`src/rtl/rk_scan_driver_pkg.sv`:
```
// Shared definitions for the MU500-RK two-group 7-segment scan driver.
package rk_scan_driver_pkg;

  localparam int NDIGIT = 4;
  localparam int IW     = $clog2(NDIGIT);

  typedef struct packed {
    logic [7:0] x;
    logic [7:0] y;
  } seg_pair_t;

  function automatic logic [NDIGIT-1:0] one_hot_sel(input logic [IW-1:0] idx);
    return 4'b1000 >> idx;
  endfunction

endpackage

```
`src/rtl/rk_scan_driver_scan_timer.sv`:
```
// Slot timer: counts DIV cycles per digit slot and steps through the 4 slots.
module rk_scan_driver_scan_timer
  import rk_scan_driver_pkg::*;
#(
  parameter int DIV = 50000,
  parameter int CW  = 16
) (
  input  logic          clk_i,
  input  logic          rst_i,
  output logic [CW-1:0] cnt_o,
  output logic [IW-1:0] idx_o,
  output logic          slot_start_o,
  output logic          frame_end_o
);

  logic [CW-1:0] cnt_q, cnt_d;
  logic [IW-1:0] idx_q, idx_d;
  logic          slot_last;

  assign slot_last = (cnt_q == CW'(DIV - 1));

  always_comb begin
    cnt_d = cnt_q + 1'b1;
    idx_d = idx_q;
    if (slot_last) begin
      cnt_d = '0;
      idx_d = idx_q + 1'b1;  // two-bit index wraps 3 -> 0 naturally
    end
  end

  always_ff @(posedge clk_i or posedge rst_i) begin
    if (rst_i) begin
      cnt_q <= '0;
      idx_q <= '0;
    end else begin
      cnt_q <= cnt_d;
      idx_q <= idx_d;
    end
  end

  assign cnt_o        = cnt_q;
  assign idx_o        = idx_q;
  assign slot_start_o = (cnt_q == '0);
  assign frame_end_o  = slot_last && (idx_q == IW'(NDIGIT - 1));

endmodule

```
`src/rtl/rk_scan_driver.sv`:
```
// Top: per-slot capture of the active digit pair and registered, blanked outputs.
module rk_scan_driver
  import rk_scan_driver_pkg::*;
#(
  parameter int DIV   = 50000,
  parameter int BLANK = 500,
  parameter int CW    = 16
) (
  input  logic       sys_clock,
  input  logic       reset,
  input  logic       enable,
  input  logic [7:0] rk_a,
  input  logic [7:0] rk_b,
  input  logic [7:0] rk_c,
  input  logic [7:0] rk_d,
  input  logic [7:0] rk_e,
  input  logic [7:0] rk_f,
  input  logic [7:0] rk_g,
  input  logic [7:0] rk_h,
  output logic [7:0] seg_x,
  output logic [3:0] sel_x,
  output logic [7:0] seg_y,
  output logic [3:0] sel_y,
  output logic       frame
);

  logic [CW-1:0] cnt;
  logic [IW-1:0] idx;
  logic          slot_start;
  logic          frame_end;

  rk_scan_driver_scan_timer #(
    .DIV(DIV),
    .CW (CW)
  ) u_timer (
    .clk_i       (sys_clock),
    .rst_i       (reset),
    .cnt_o       (cnt),
    .idx_o       (idx),
    .slot_start_o(slot_start),
    .frame_end_o (frame_end)
  );

  seg_pair_t lat_q, lat_d, pick;
  logic      lit;

  always_comb begin
    pick = '{x: rk_a, y: rk_e};
    case (idx)
      2'd1:    pick = '{x: rk_b, y: rk_f};
      2'd2:    pick = '{x: rk_c, y: rk_g};
      2'd3:    pick = '{x: rk_d, y: rk_h};
      default: pick = '{x: rk_a, y: rk_e};
    endcase
  end

  // Digit data is frozen for the whole slot so a digit never tears.
  assign lat_d = slot_start ? pick : lat_q;
  assign lit   = enable && (cnt >= CW'(BLANK));

  always_ff @(posedge sys_clock or posedge reset) begin
    if (reset) begin
      lat_q <= '0;
      seg_x <= '0;
      seg_y <= '0;
      sel_x <= '0;
      sel_y <= '0;
      frame <= 1'b0;
    end else begin
      lat_q <= lat_d;
      frame <= frame_end;
      if (lit) begin
        sel_x <= one_hot_sel(idx);
        sel_y <= one_hot_sel(idx);
        seg_x <= lat_q.x;
        seg_y <= lat_q.y;
      end else begin
        sel_x <= '0;
        sel_y <= '0;
        seg_x <= '0;
        seg_y <= '0;
      end
    end
  end

endmodule
```
`config.mk`:
```
export PLATFORM = sky130hd
export DESIGN_NAME = rk_scan_driver
export DESIGN_NICKNAME = d
export VERILOG_FILES = /design/src/rtl/rk_scan_driver_pkg.sv /design/src/rtl/rk_scan_driver_scan_timer.sv /design/src/rtl/rk_scan_driver.sv
export SDC_FILE = /design/constraint.sdc
export NUM_CORES = 1
export LEC_CHECK = 0
export CAP_MARGIN = 20
export CORE_AREA = 2 2 80 82
export CTS_CLUSTER_DIAMETER = 120
export DETAILED_ROUTE_END_ITERATION = 8
export DIE_AREA = 0 0 82 84
export PLACE_DENSITY = 0.89
export SYNTH_ARGS = -nofsm -noshare
export SYNTH_HDL_FRONTEND = slang
export SYNTH_SLANG_ARGS = --single-unit
```
`constraint.sdc`:
```
create_clock -name sys_clock -period 2.3 [get_ports sys_clock]
set_input_delay 0.46 -clock sys_clock [delete_from_list [all_inputs] [get_ports sys_clock]]
set_output_delay 0.46 -clock sys_clock [all_outputs]
set_load 0.005 [all_outputs]
```
==> results <==
worst max path at each step:
stage | start | endpoint | slack (ps) | cells past startpoint
final | u_timer.cnt_o[11]$_DFF_PP0_ | lat_q[13]$_DFFE_PP0N_ | 180 | 5
after global routing | u_timer.cnt_o[11]$_DFF_PP0_ | lat_q[14]$_DFFE_PP0N_ | 90 | 5
after CTS | u_timer.cnt_o[11]$_DFF_PP0_ | lat_q[13]$_DFFE_PP0N_ | 210 | 5
after detailed placement | u_timer.cnt_o[10]$_DFF_PP0_ | lat_q[12]$_DFFE_PP0N_ | 230 | 5
after global placement | u_timer.cnt_o[11]$_DFF_PP0_ | lat_q[13]$_DFFE_PP0N_ | 310 | 5
after floorplan | u_timer.cnt_o[11]$_DFF_PP0_ | lat_q[0]$_DFFE_PP0N_ | 350 | 6
cell families after synthesis:
kind of cell | after synthesis | share of synthesized area, %
xor+xnor | 15 | 4.97
mux | 17 | 8.67
compound gates | 34 | 9.47
flops | 55 | 52.1
simple gates | 77 | 15.5
fa+ha+maj | 7 | 3.32
buf+inv | 31 | 5.92
state kept, by name, indices dropped and copies added (netlist names):
name / cells
frame: 1
lat_q: 16
seg_x: 8
seg_y: 8
sel_y: 4
u_timer.cnt_o: 16
u_timer.idx_o: 2
layout make-up:
| type | instances | area share (%) |
|---|---|---|
| Multi-Input combinational cell | 150 | 29.8 |
| Timing Repair Buffer | 96 | 26.2 |
| Inverter | 8 | 0.807 |
| Clock buffer | 5 | 1.85 |
| Tap cell | 77 | 2.59 |
| Clock inverter | 3 | 1.82 |
| Sequential cell | 55 | 37.0 |
per-layer routing:
layer | global-route usage (%) | up-vias | part of all wire (%)
met1 | 27.3 | 1121 | 40
met4 | 7.12 | 0 | 2.4
met2 | 34.7 | 115 | 52
met5 | 0 | - | 0
li1 | - | 999 | -
met3 | 4.65 | 15 | 5.8
Yosys cell counts:
master,number
ha_1,7
xor2_1,3
nor3_1,4
nor2_1,10
buf_4,4
nor2b_1,1
buf_2,1
and3_1,23
inv_1,8
o21ai_0,18
mux2_2,7
nand4_1,6
buf_6,1
nand2_1,19
dfrtp_1,55
buf_12,1
or4_4,1
mux2_4,10
xnor2_1,12
nand3_1,6
nor4_2,1
clkbuf_1,16
nand2b_1,1
and4_1,1
a222oi_1,16
nor4_1,4
worst max-delay path: cells and delay by family (launching register included):
family / cells / cell delay, ps
buffers and inverters: 1 / 190
flip-flops: 1 / 440
multiplexers: 1 / 360
AND/OR/NAND/NOR: 3 / 1020
power by group through the flow:
stage | Sequential, W | Clock [W] | Combinational [W]
after global routing | 0.000991 | 0.000803 | 0.000190
after floorplan | 0.00100 | 0 | 0.0000455
final | 0.000989 | 0.000755 | 0.000179
after detailed placement | 0.00101 | 0 | 0.000177
after global placement | 0.00101 | 0 | 0.000172
after CTS | 0.000989 | 0.000766 | 0.000180
metrics by stage:
stage | setup WS [ps] | hold slack, ps | util, %
global placement | 307 | 483 | 58.7
CTS | 206 | 514 | 60.9
global route | 87.6 | 540 | 61.0
detailed placement | 227 | 490 | 58.7
floorplan | 346 | 468 | -
finish | 181 | 502 | 61.0
==> flow_summary_export.csv <==
group,metric,value,unit
outcome,run_status,"finished clean",
power_and_ir_drop,leakage,1.65,nW
critical_path,cp-end-kind,"flop",
floorplan,ioPinCount,92,
clocking,postCtsSetupBuffers,0,
drt,wl_per_cell,18.1,microns
placed_design,gp_congestion,0.840,
floorplan,num_rows,29,
timing,fin_crit_sh,92.1,%
clocking,ctsResizeCount,0,
power_and_ir_drop,internal_power,0.00154,W
critical_path,cpMaxStageDelayCell,"or4_4",
timing,fmax,0.472,GHz
timing,setup_violations,0,
placed_design,place_hpwl,5110,microns
finish,antenna_cells,0,
critical_path,worst-r2r-cell-count,5,
drt,post_drt_via_cell_ratio,5.71,
drt,dr.pass1.iters,9,
finish,multi_input_area,1110,sq um
clocking,cts-root-buf,"clkbuf_8",
clocking,tritoncts,"done",
critical_path,r2r_start,"u_timer.cnt_o[11]$_DFF_PP0_",
clocking,ctsHoldBuffers,0,
finish,fin_area,3720,sq um
finish,nFillCells,476,
grt,grt.overflow.total,0,
power_and_ir_drop,p_sw_share,20.1,%
timing,maxSlewViolCount,0,
power_and_ir_drop,powerDensity,517,nW/um^2
clocking,clk_pin_slew_worst_paths,110,ps
drt,vias,2250,
timing,period_needed,2120,ps
power_and_ir_drop,ir_worst_vdd,0.332,mV
power_and_ir_drop,power_frac_comb,9.3,%
grt,grt_max_degree,56,
timing,worst_pin_slew,754,ps
critical_path,cp.required,2500,ps
timing,rsz0062_at_grt,"no",
finish,synthToLayoutAreaGrowth,40.9,%
yosys,ys_ff_latch,55,
clocking,clock-sinks,55,
drt,initialDrtViolationCount,190,
floorplan,die_y,84,microns
critical_path,path_cells,"or4_4 > nor4_2 > and3_1 > buf_12 > mux2_2",
critical_path,rrSetupSlack,180,ps
critical_path,criticalPathCategory,"flop to flop",
yosys,ys_types,26,
clocking,cts.path.max_buffers,2,
yosys,syn_area,2640,sq um
critical_path,worstSetupStartpointType,"flop",
yosys,netlist_instances,236,
finish,final_common_cell,"clkdlybuf4s50_1",
critical_path,r2r_end,"lat_q[13]$_DFFE_PP0N_",
placed_design,dpl_cell_area,3580,sq um
timing,hold_viol,0,
floorplan,core_area,6100,sq um
power_and_ir_drop,power,0.00192,W
drt,drtAntennaViolNets,0,
critical_path,cp_max_fo,16,
grt,grt_usage,21.2,%
clocking,insertion_delay,320,ps
timing,relSlewSlack,49.7,%
power_and_ir_drop,p_switching,0.000386,W
finish,drive_gt1_share,10.4,%
drt,drc,0,
grt,grt_pass1_wl,11000,microns
finish,seqCellArea,1380,sq um
floorplan,dieArea,6890,sq um
grt,antenna_found_initial,0,
yosys,synth_top_area_cell,"dfrtp_1",
power_and_ir_drop,clkPwrFrac,39.3,%
floorplan,die_w,82,microns
floorplan,initial_utilization,43.3,%
power_and_ir_drop,pwr-share-seq,51.4,%
grt,grt_pass1_vias,2184,
finish,nets,390,
critical_path,arrival,2320,ps
finish,fin_cells,394,
yosys,synth_top_area_share,52.1,%
timing,fin_tns_setup,0,ps
placed_design,port_buffers,91,
min_path,hp-class,"input port to async pin",
critical_path,worst_path_largest_cell_delay,570,ps
timing,clock_skew,13.6,ps
yosys,synth_area_leaders,"dfrtp_1 52%, a222oi_1 6.1%, mux2_4 5.7%",
clocking,numCtsBuffers,5,
yosys,yosysSeqAreaShare,52.1,%
yosys,yosysWarnings,0,
clocking,htreeDepth,2,
drt,wl,7140,microns
yosys,avgSynthCellArea,11.2,sq um
finish,layout_common_cells,"91 x clkdlybuf4s50_1, 55 x dfrtp_1, 23 x and3_1, 19 x nand2_1, 17 x o21ai_0",
placed_design,dpl.cell_count,385,
run,maxCapViolCount,0,
yosys,syn_nets,310,
Note: power is estimated with default switching activity, not from simulation.
